File: config.mk
export PLATFORM = sky130hd
export DESIGN_NAME = circle_path_sequencer_flat
export DESIGN_NICKNAME = d
export VERILOG_FILES = /design/src/rtl/circle_path_sequencer_if.sv /design/src/rtl/circle_path_sequencer.sv /design/src/flat_wrapper.sv
export SDC_FILE = /design/constraint.sdc
export NUM_CORES = 1
export LEC_CHECK = 0
export CAP_MARGIN = 20
export CORE_MARGIN = 5
export CORE_UTILIZATION = 40
export CTS_BUF_LIST = sky130_fd_sc_hd__clkbuf_4
export DETAILED_ROUTE_END_ITERATION = 8
export PLACE_DENSITY = 0.69
export RECOVER_POWER = 50
export SYNTH_ARGS = -nofsm -noshare
export SYNTH_HDL_FRONTEND = slang
export SYNTH_SLANG_ARGS = --single-unit
File: constraint.sdc
create_clock -name clk_i -period 5.6 [get_ports clk_i]
set_clock_uncertainty 0.2 [all_clocks]
set_input_delay 0.56 -clock clk_i [delete_from_list [all_inputs] [get_ports clk_i]]
set_output_delay 0.56 -clock clk_i [all_outputs]
set_load 0.05 [all_outputs]
File: src/rtl/circle_path_sequencer_if.sv
// Control and position bundle between the circle-chase sequencer and its driver.
// slave = sequencer side, master = controller / consumer side.
interface circle_path_sequencer_if;
  logic       enable_i;
  logic       clear_i;
  logic       dir_i;
  logic [1:0] speed_i;
  logic [2:0] row_index_o;
  logic       column_index_o;
  logic [3:0] pos_o;
  logic       step_o;
  logic       lap_o;

  modport slave (
    input  enable_i, clear_i, dir_i, speed_i,
    output row_index_o, column_index_o, pos_o, step_o, lap_o
  );

  modport master (
    output enable_i, clear_i, dir_i, speed_i,
    input  row_index_o, column_index_o, pos_o, step_o, lap_o
  );
endinterface

File: src/rtl/circle_path_sequencer.sv
// Walks one circle around the 12-step upper/lower loop of a 7-seg display row.
// Optional macro CIRCLE_SEQ_BOUNCE_EN: ping-pong between the loop ends instead of wrapping.
module circle_path_sequencer #(
  parameter int unsigned BASE_DIV   = 5_000_000,
  parameter int unsigned NUM_DIGITS = 6,
  parameter int unsigned START_POS  = 0
) (
  input  logic                    clk_i,
  input  logic                    rst_ni,
  circle_path_sequencer_if.slave  bus
);

  localparam int unsigned CNT_W    = $clog2((BASE_DIV << 3) + 1);
  localparam logic [3:0]  LAST_POS = 4'(2 * NUM_DIGITS - 1);
  localparam logic [3:0]  START_P  = 4'(START_POS);
  localparam logic [3:0]  NUM_D    = 4'(NUM_DIGITS);

  logic [CNT_W-1:0] cnt_q, cnt_d, limit_s;
  logic [3:0]       pos_q, pos_d;
  logic             step_q, step_d, lap_q, lap_d;
  logic             tick_s, dir_s, wrap_s;
  logic [2:0]       row_s;
  logic             col_s;

  // A speed change applies at once; an overshooting count ticks immediately.
  assign limit_s = (CNT_W'(BASE_DIV) << bus.speed_i) - CNT_W'(1);
  assign tick_s  = bus.enable_i && (cnt_q >= limit_s);

`ifdef CIRCLE_SEQ_BOUNCE_EN
  logic dir_q, dir_d, dir_vld_q, dir_vld_d;
  assign dir_s = dir_vld_q ? dir_q : bus.dir_i;
`else
  assign dir_s = bus.dir_i;
`endif

  // Next-state for prescaler, position and the step/lap pulses.
  always_comb begin
    cnt_d  = cnt_q;
    pos_d  = pos_q;
    wrap_s = 1'b0;
`ifdef CIRCLE_SEQ_BOUNCE_EN
    dir_d     = dir_q;
    dir_vld_d = dir_vld_q;
`endif
    if (bus.clear_i) begin
      cnt_d = '0;
      pos_d = START_P;
`ifdef CIRCLE_SEQ_BOUNCE_EN
      dir_d     = bus.dir_i;
      dir_vld_d = 1'b1;
`endif
    end else if (tick_s) begin
      cnt_d = '0;
`ifdef CIRCLE_SEQ_BOUNCE_EN
      dir_vld_d = 1'b1;
      dir_d     = dir_s;
      if (!dir_s && (pos_q == LAST_POS)) begin
        pos_d  = LAST_POS - 4'd1;
        dir_d  = 1'b1;
        wrap_s = 1'b1;
      end else if (dir_s && (pos_q == 4'd0)) begin
        pos_d  = 4'd1;
        dir_d  = 1'b0;
        wrap_s = 1'b1;
      end else if (!dir_s) begin
        pos_d = pos_q + 4'd1;
      end else begin
        pos_d = pos_q - 4'd1;
      end
`else
      if (!dir_s) begin
        wrap_s = (pos_q == LAST_POS);
        pos_d  = wrap_s ? 4'd0 : pos_q + 4'd1;
      end else begin
        wrap_s = (pos_q == 4'd0);
        pos_d  = wrap_s ? LAST_POS : pos_q - 4'd1;
      end
`endif
    end else if (bus.enable_i) begin
      cnt_d = cnt_q + CNT_W'(1);
    end else begin
      cnt_d = cnt_q;
    end
    step_d = tick_s && !bus.clear_i;
    lap_d  = step_d && wrap_s;
  end

  // State registers.
  always_ff @(posedge clk_i or negedge rst_ni) begin
    if (!rst_ni) begin
      cnt_q  <= '0;
      pos_q  <= START_P;
      step_q <= 1'b0;
      lap_q  <= 1'b0;
    end else begin
      cnt_q  <= cnt_d;
      pos_q  <= pos_d;
      step_q <= step_d;
      lap_q  <= lap_d;
    end
  end

`ifdef CIRCLE_SEQ_BOUNCE_EN
  // Direction latch; unloaded until the first tick or clear after reset.
  always_ff @(posedge clk_i or negedge rst_ni) begin
    if (!rst_ni) begin
      dir_q     <= 1'b0;
      dir_vld_q <= 1'b0;
    end else begin
      dir_q     <= dir_d;
      dir_vld_q <= dir_vld_d;
    end
  end
`endif

  // Upper half counts digits up, lower half walks them back down.
  always_comb begin
    if (pos_q < NUM_D) begin
      row_s = pos_q[2:0];
      col_s = 1'b0;
    end else begin
      row_s = 3'(LAST_POS - pos_q);
      col_s = 1'b1;
    end
  end

  assign bus.row_index_o    = row_s;
  assign bus.column_index_o = col_s;
  assign bus.pos_o          = pos_q;
  assign bus.step_o         = step_q;
  assign bus.lap_o          = lap_q;

endmodule

File: src/flat_wrapper.sv
// flat-port wrapper written by rule: the top's interface ports become plain ports
module circle_path_sequencer_flat 
#(
  parameter int unsigned BASE_DIV   = 5_000_000,
  parameter int unsigned NUM_DIGITS = 6,
  parameter int unsigned START_POS  = 0
)
  (clk_i, rst_ni, bus_enable_i, bus_clear_i, bus_dir_i, bus_speed_i, bus_row_index_o, bus_column_index_o, bus_pos_o, bus_step_o, bus_lap_o);
  circle_path_sequencer_if bus_i ();
  input  logic clk_i;
  input  logic rst_ni;
  input wire logic [$bits(bus_i.enable_i)-1:0] bus_enable_i;
  input wire logic [$bits(bus_i.clear_i)-1:0] bus_clear_i;
  input wire logic [$bits(bus_i.dir_i)-1:0] bus_dir_i;
  input wire logic [$bits(bus_i.speed_i)-1:0] bus_speed_i;
  output wire logic [$bits(bus_i.row_index_o)-1:0] bus_row_index_o;
  output wire logic [$bits(bus_i.column_index_o)-1:0] bus_column_index_o;
  output wire logic [$bits(bus_i.pos_o)-1:0] bus_pos_o;
  output wire logic [$bits(bus_i.step_o)-1:0] bus_step_o;
  output wire logic [$bits(bus_i.lap_o)-1:0] bus_lap_o;
  assign bus_i.enable_i = bus_enable_i;
  assign bus_i.clear_i = bus_clear_i;
  assign bus_i.dir_i = bus_dir_i;
  assign bus_i.speed_i = bus_speed_i;
  assign bus_row_index_o = bus_i.row_index_o;
  assign bus_column_index_o = bus_i.column_index_o;
  assign bus_pos_o = bus_i.pos_o;
  assign bus_step_o = bus_i.step_o;
  assign bus_lap_o = bus_i.lap_o;
  circle_path_sequencer #(.BASE_DIV(BASE_DIV), .NUM_DIGITS(NUM_DIGITS), .START_POS(START_POS)) u_core (.clk_i(clk_i), .rst_ni(rst_ni), .bus(bus_i));
endmodule
==> run_results.csv <==
group,metric,value,unit
synth,synth_compound_area_share,13.2,%
global_routing,grt_pass1_wl,8970,µm
layout,diodes,0,
synth,synthSimpleGateAreaFrac,24.9,%
power,pwr-share-comb,13.8,%
min_path,holdCritStartpoint,"u_core.cnt_q[4]",
synth,yosysWarnings,0,
timing,finalWorstSetupSlack,1.77,ns
clock_network,htree_levels,2,
min_path,hp-class,"reg2reg",
detailed_routing,ant_nets,0,
power,leakage,1.14,nW
synth,synth_top_family_by_area,"simple AND/OR/NAND/NOR gates",
timing,worst_slew_pin_slew,1.68,ns
timing,final-setup-viol-count,0,
global_routing,grt_usage,14.7,%
clock_network,cts-resized-gates,0,
worst_setup_path,cp_max_fo,20,
synth,ys.flop_type,"dfrtp_1",
detailed_routing,wl_per_cell,14.0,µm
power,p_clk_share,29.4,%
run_status,violations,"capacitance limit, slew limit",
timing,drv_slew,33,
power,power.net_switching,0.117,mW
placement,placed_area,0.00260,mm²
detailed_routing,met3_length,247,µm
floorplan,die_w,87.7,µm
power,power.switching_fraction,28.4,%
detailed_routing,vias_per_cell,5.42,
synth,synth_seq_area_share,33.2,%
detailed_routing,dr_wl_met2,2390,µm
synth,synth_edf_count,0,
timing,layout_min_cycle_time,3.83,ns
clock_network,cts_tree,"done",
detailed_routing,drc_errors,0,
worst_setup_path,cpMaxStageDelayCell,"clkdlybuf4s50_1",
detailed_routing,wirelength,5120,µm
power,seqPwrFrac,56.8,%
floorplan,ios,17,
timing,slew_headroom,-12.2,%
synth,syn_inst,281,
detailed_routing,via_count,1990,
worst_setup_path,path_class,"in2reg",
placement,port_buffers,16,
worst_setup_path,critPathLaunchType,"input pin",
global_routing,grt_overflow,0,
worst_setup_path,r2r-start,"u_core.cnt_q[15]",
worst_setup_path,ff2ff_setup_slack,2.54,ns
synth,synth_cell_types,47,
worst_setup_path,crit_chain,"clkdlybuf4s50_1 > inv_1 > ha_1 > inv_1 > ha_1 > nand4_1 > nor4_1 > o31ai_1 > nand3_1 > a21o_1 > nor2_1",
power,peakVddDrop,0.0635,mV
synth,synthArstFlopShare,100,%
synth,yosys.area_share.adder,15.0,%
floorplan,core,0.00589,mm²
worst_setup_path,cp-end-kind,"register",
clock_network,cts_sinks,32,
detailed_routing,drtPass1Iterations,4,
clock_network,post_cts_buffers,0,
power,p_int,0.297,mW
clock_network,clock_latency,0.34,ns
detailed_routing,highest_layer,"met4",
global_routing,antenna_found_initial,0,
layout,drive_above_1_share,5.48,%
floorplan,die_area,0.00769,mm²
synth,synth_xor_xnor_area_share,6.89,%
min_path,hold_depth,1,
synth,synth_area_leader_cell,"dfrtp_1",
synth,synth_mux_area_share,0.933,%
worst_setup_path,r2r_cells,7,
clock_network,cts_made_buffers,5,
timing,fmax,261,MHz
run,maxCapViolations,1,
power,power.density,157,mW/mm²
placement,gp_congestion,0.914,
run_status,status,"complete, but fails checks",
synth,synth_area,0.00241,mm²
timing,rsz0062_at_grt,"false",
timing,setup-tns-final,0,ns
worst_setup_path,r2r_end,"u_core.cnt_q[8]",
timing,holdWs,0.350,ns
worst_setup_path,arrival,3.84,ns
synth,synth_common_cells,"nand2_1, dfrtp_1, nor2_1",
floorplan,row_count,28,
synth,synth.most_common_cell,"nand2_1",
worst_setup_path,cp_data_required_time,5.60,ns
layout,final_core_util,44.9,%
placement,hpwl,3760,µm
synth,synth.area.top_cells,"dfrtp_1, ha_1, nand2_1, xnor2_1, nor2_1",
floorplan,die_h,87.7,µm
placement,post-place-ws,1.39,ns
layout,final_nets,328,
layout,final_area,0.00264,mm²
global_routing,grt_pass1_vias,1975,
min_path,hold_path_end,"u_core.cnt_q[4]",
timing,hold_viol_final,0,
clock_network,path_clk_slew,0.09,ns
synth,synth_top_cell_area_share,33.2,%
detailed_routing,first_iter_violations,135,
clock_network,cts_max_path_buffers,2,
global_routing,grt_max_degree,33,
synth,yosys_register_bits,32,
floorplan,start_util,41.0,%
worst_setup_path,crit_family,"simple AND/OR/NAND/NOR gates",
worst_setup_path,worst-path-buf-inv,3,
layout,synthToLayoutAreaGrowth,9.49,%
timing,min_period_over_period,68.5,%
worst_setup_path,cpPeakStageDelay,0.57,ns
clock_network,cts_root_buffer,"clkbuf_4",
detailed_routing,wl_met1,2440,µm
clock_network,holdBufCountCts,0,
synth,avgSynthCellArea,8.59,µm²
synth,synth.net_count,317,
## sequential cells by signal, summed over array words and instances (netlist names)
name               flops
u_core.bus.lap_o       1
u_core.bus.pos_o       4
u_core.bus.step_o      1
u_core.cnt_q          26
## power by group through the flow
stage	sequential (mW)	clock, mW	combinational [mW]
global route	0.236	0.136	0.0654
CTS	0.235	0.126	0.0587
global placement	0.240	0	0.0576
finish	0.235	0.122	0.0571
floorplan	0.242	0	0.0352
detailed placement	0.240	0	0.0581
## per-layer routing
layer  vias to the layer above  track usage [%]
met1                       938             19.0
met4                         0             5.02
met3                         4             2.26
met5                         -                0
li1                       1013                -
met2                        35             24.8
## cell families after synthesis
family | Yosys count
AO/OA/AOI/OAI | 49
AND/OR/NAND/NOR | 119
buffers and inverters | 31
flip-flops | 32
multiplexers | 2
XOR/XNOR | 19
adder cells (fa/ha/maj) | 29
## final cells by class
cell class,instances,area [µm²]
fill,560,3240
multi-input combinational,218,1470
sequential,32,801
timing repair buffer,17,164
tap,75,93.8
inverter,18,67.6
clock buffer,5,37.5
clock inverter,2,7.51
## cell usage in the layout, fill, tap and decap left out, types with 2 or more instances in the layout
cell type and instances:
o31ai_1 4, o311ai_1 3, nor4_1 3, nand2_1 33, nand3_1 13, a31oi_1 3
a21o_1 4, o31a_1 2, xnor2_1 14, nand4_1 9, o21ai_0 11, dfrtp_1 32
clkinv_1 3, nor4_2 2, nor2_1 30, dlygate4sd3_1 6, xor2_1 5, clkbuf_4 5
inv_1 17, clkdlybuf4s50_1 10, ha_1 29, nand2b_1 2, or3_1 6, nor3_1 10
mux2_2 2, a21oi_1 14
## how the worst max path moves through the flow
stage	depth (start not counted)	slack (ns)	to	start
2_1_floorplan	10	2.70	u_core.cnt_q[8]	bus_speed_i[1]
3_3_place_gp	11	1.41	u_core.cnt_q[14]	bus_speed_i[1]
3_5_place_dp	11	1.39	u_core.cnt_q[22]	bus_speed_i[1]
4_1_cts	11	1.74	u_core.cnt_q[22]	bus_speed_i[1]
5_1_grt	11	1.38	u_core.cnt_q[20]	bus_speed_i[1]
6_report	11	1.77	u_core.cnt_q[22]	bus_speed_i[1]
## through the flow
| stage | total power [mW] | instances |
|---|---|---|
| final | 0.414 | 367 |
| after global placement | 0.297 | 360 |
| after floorplan | 0.277 | 281 |
| after detailed placement | 0.298 | 360 |
| after CTS | 0.420 | 367 |
| after global routing | 0.437 | 367 |
Power figures use the tool's default switching activity.
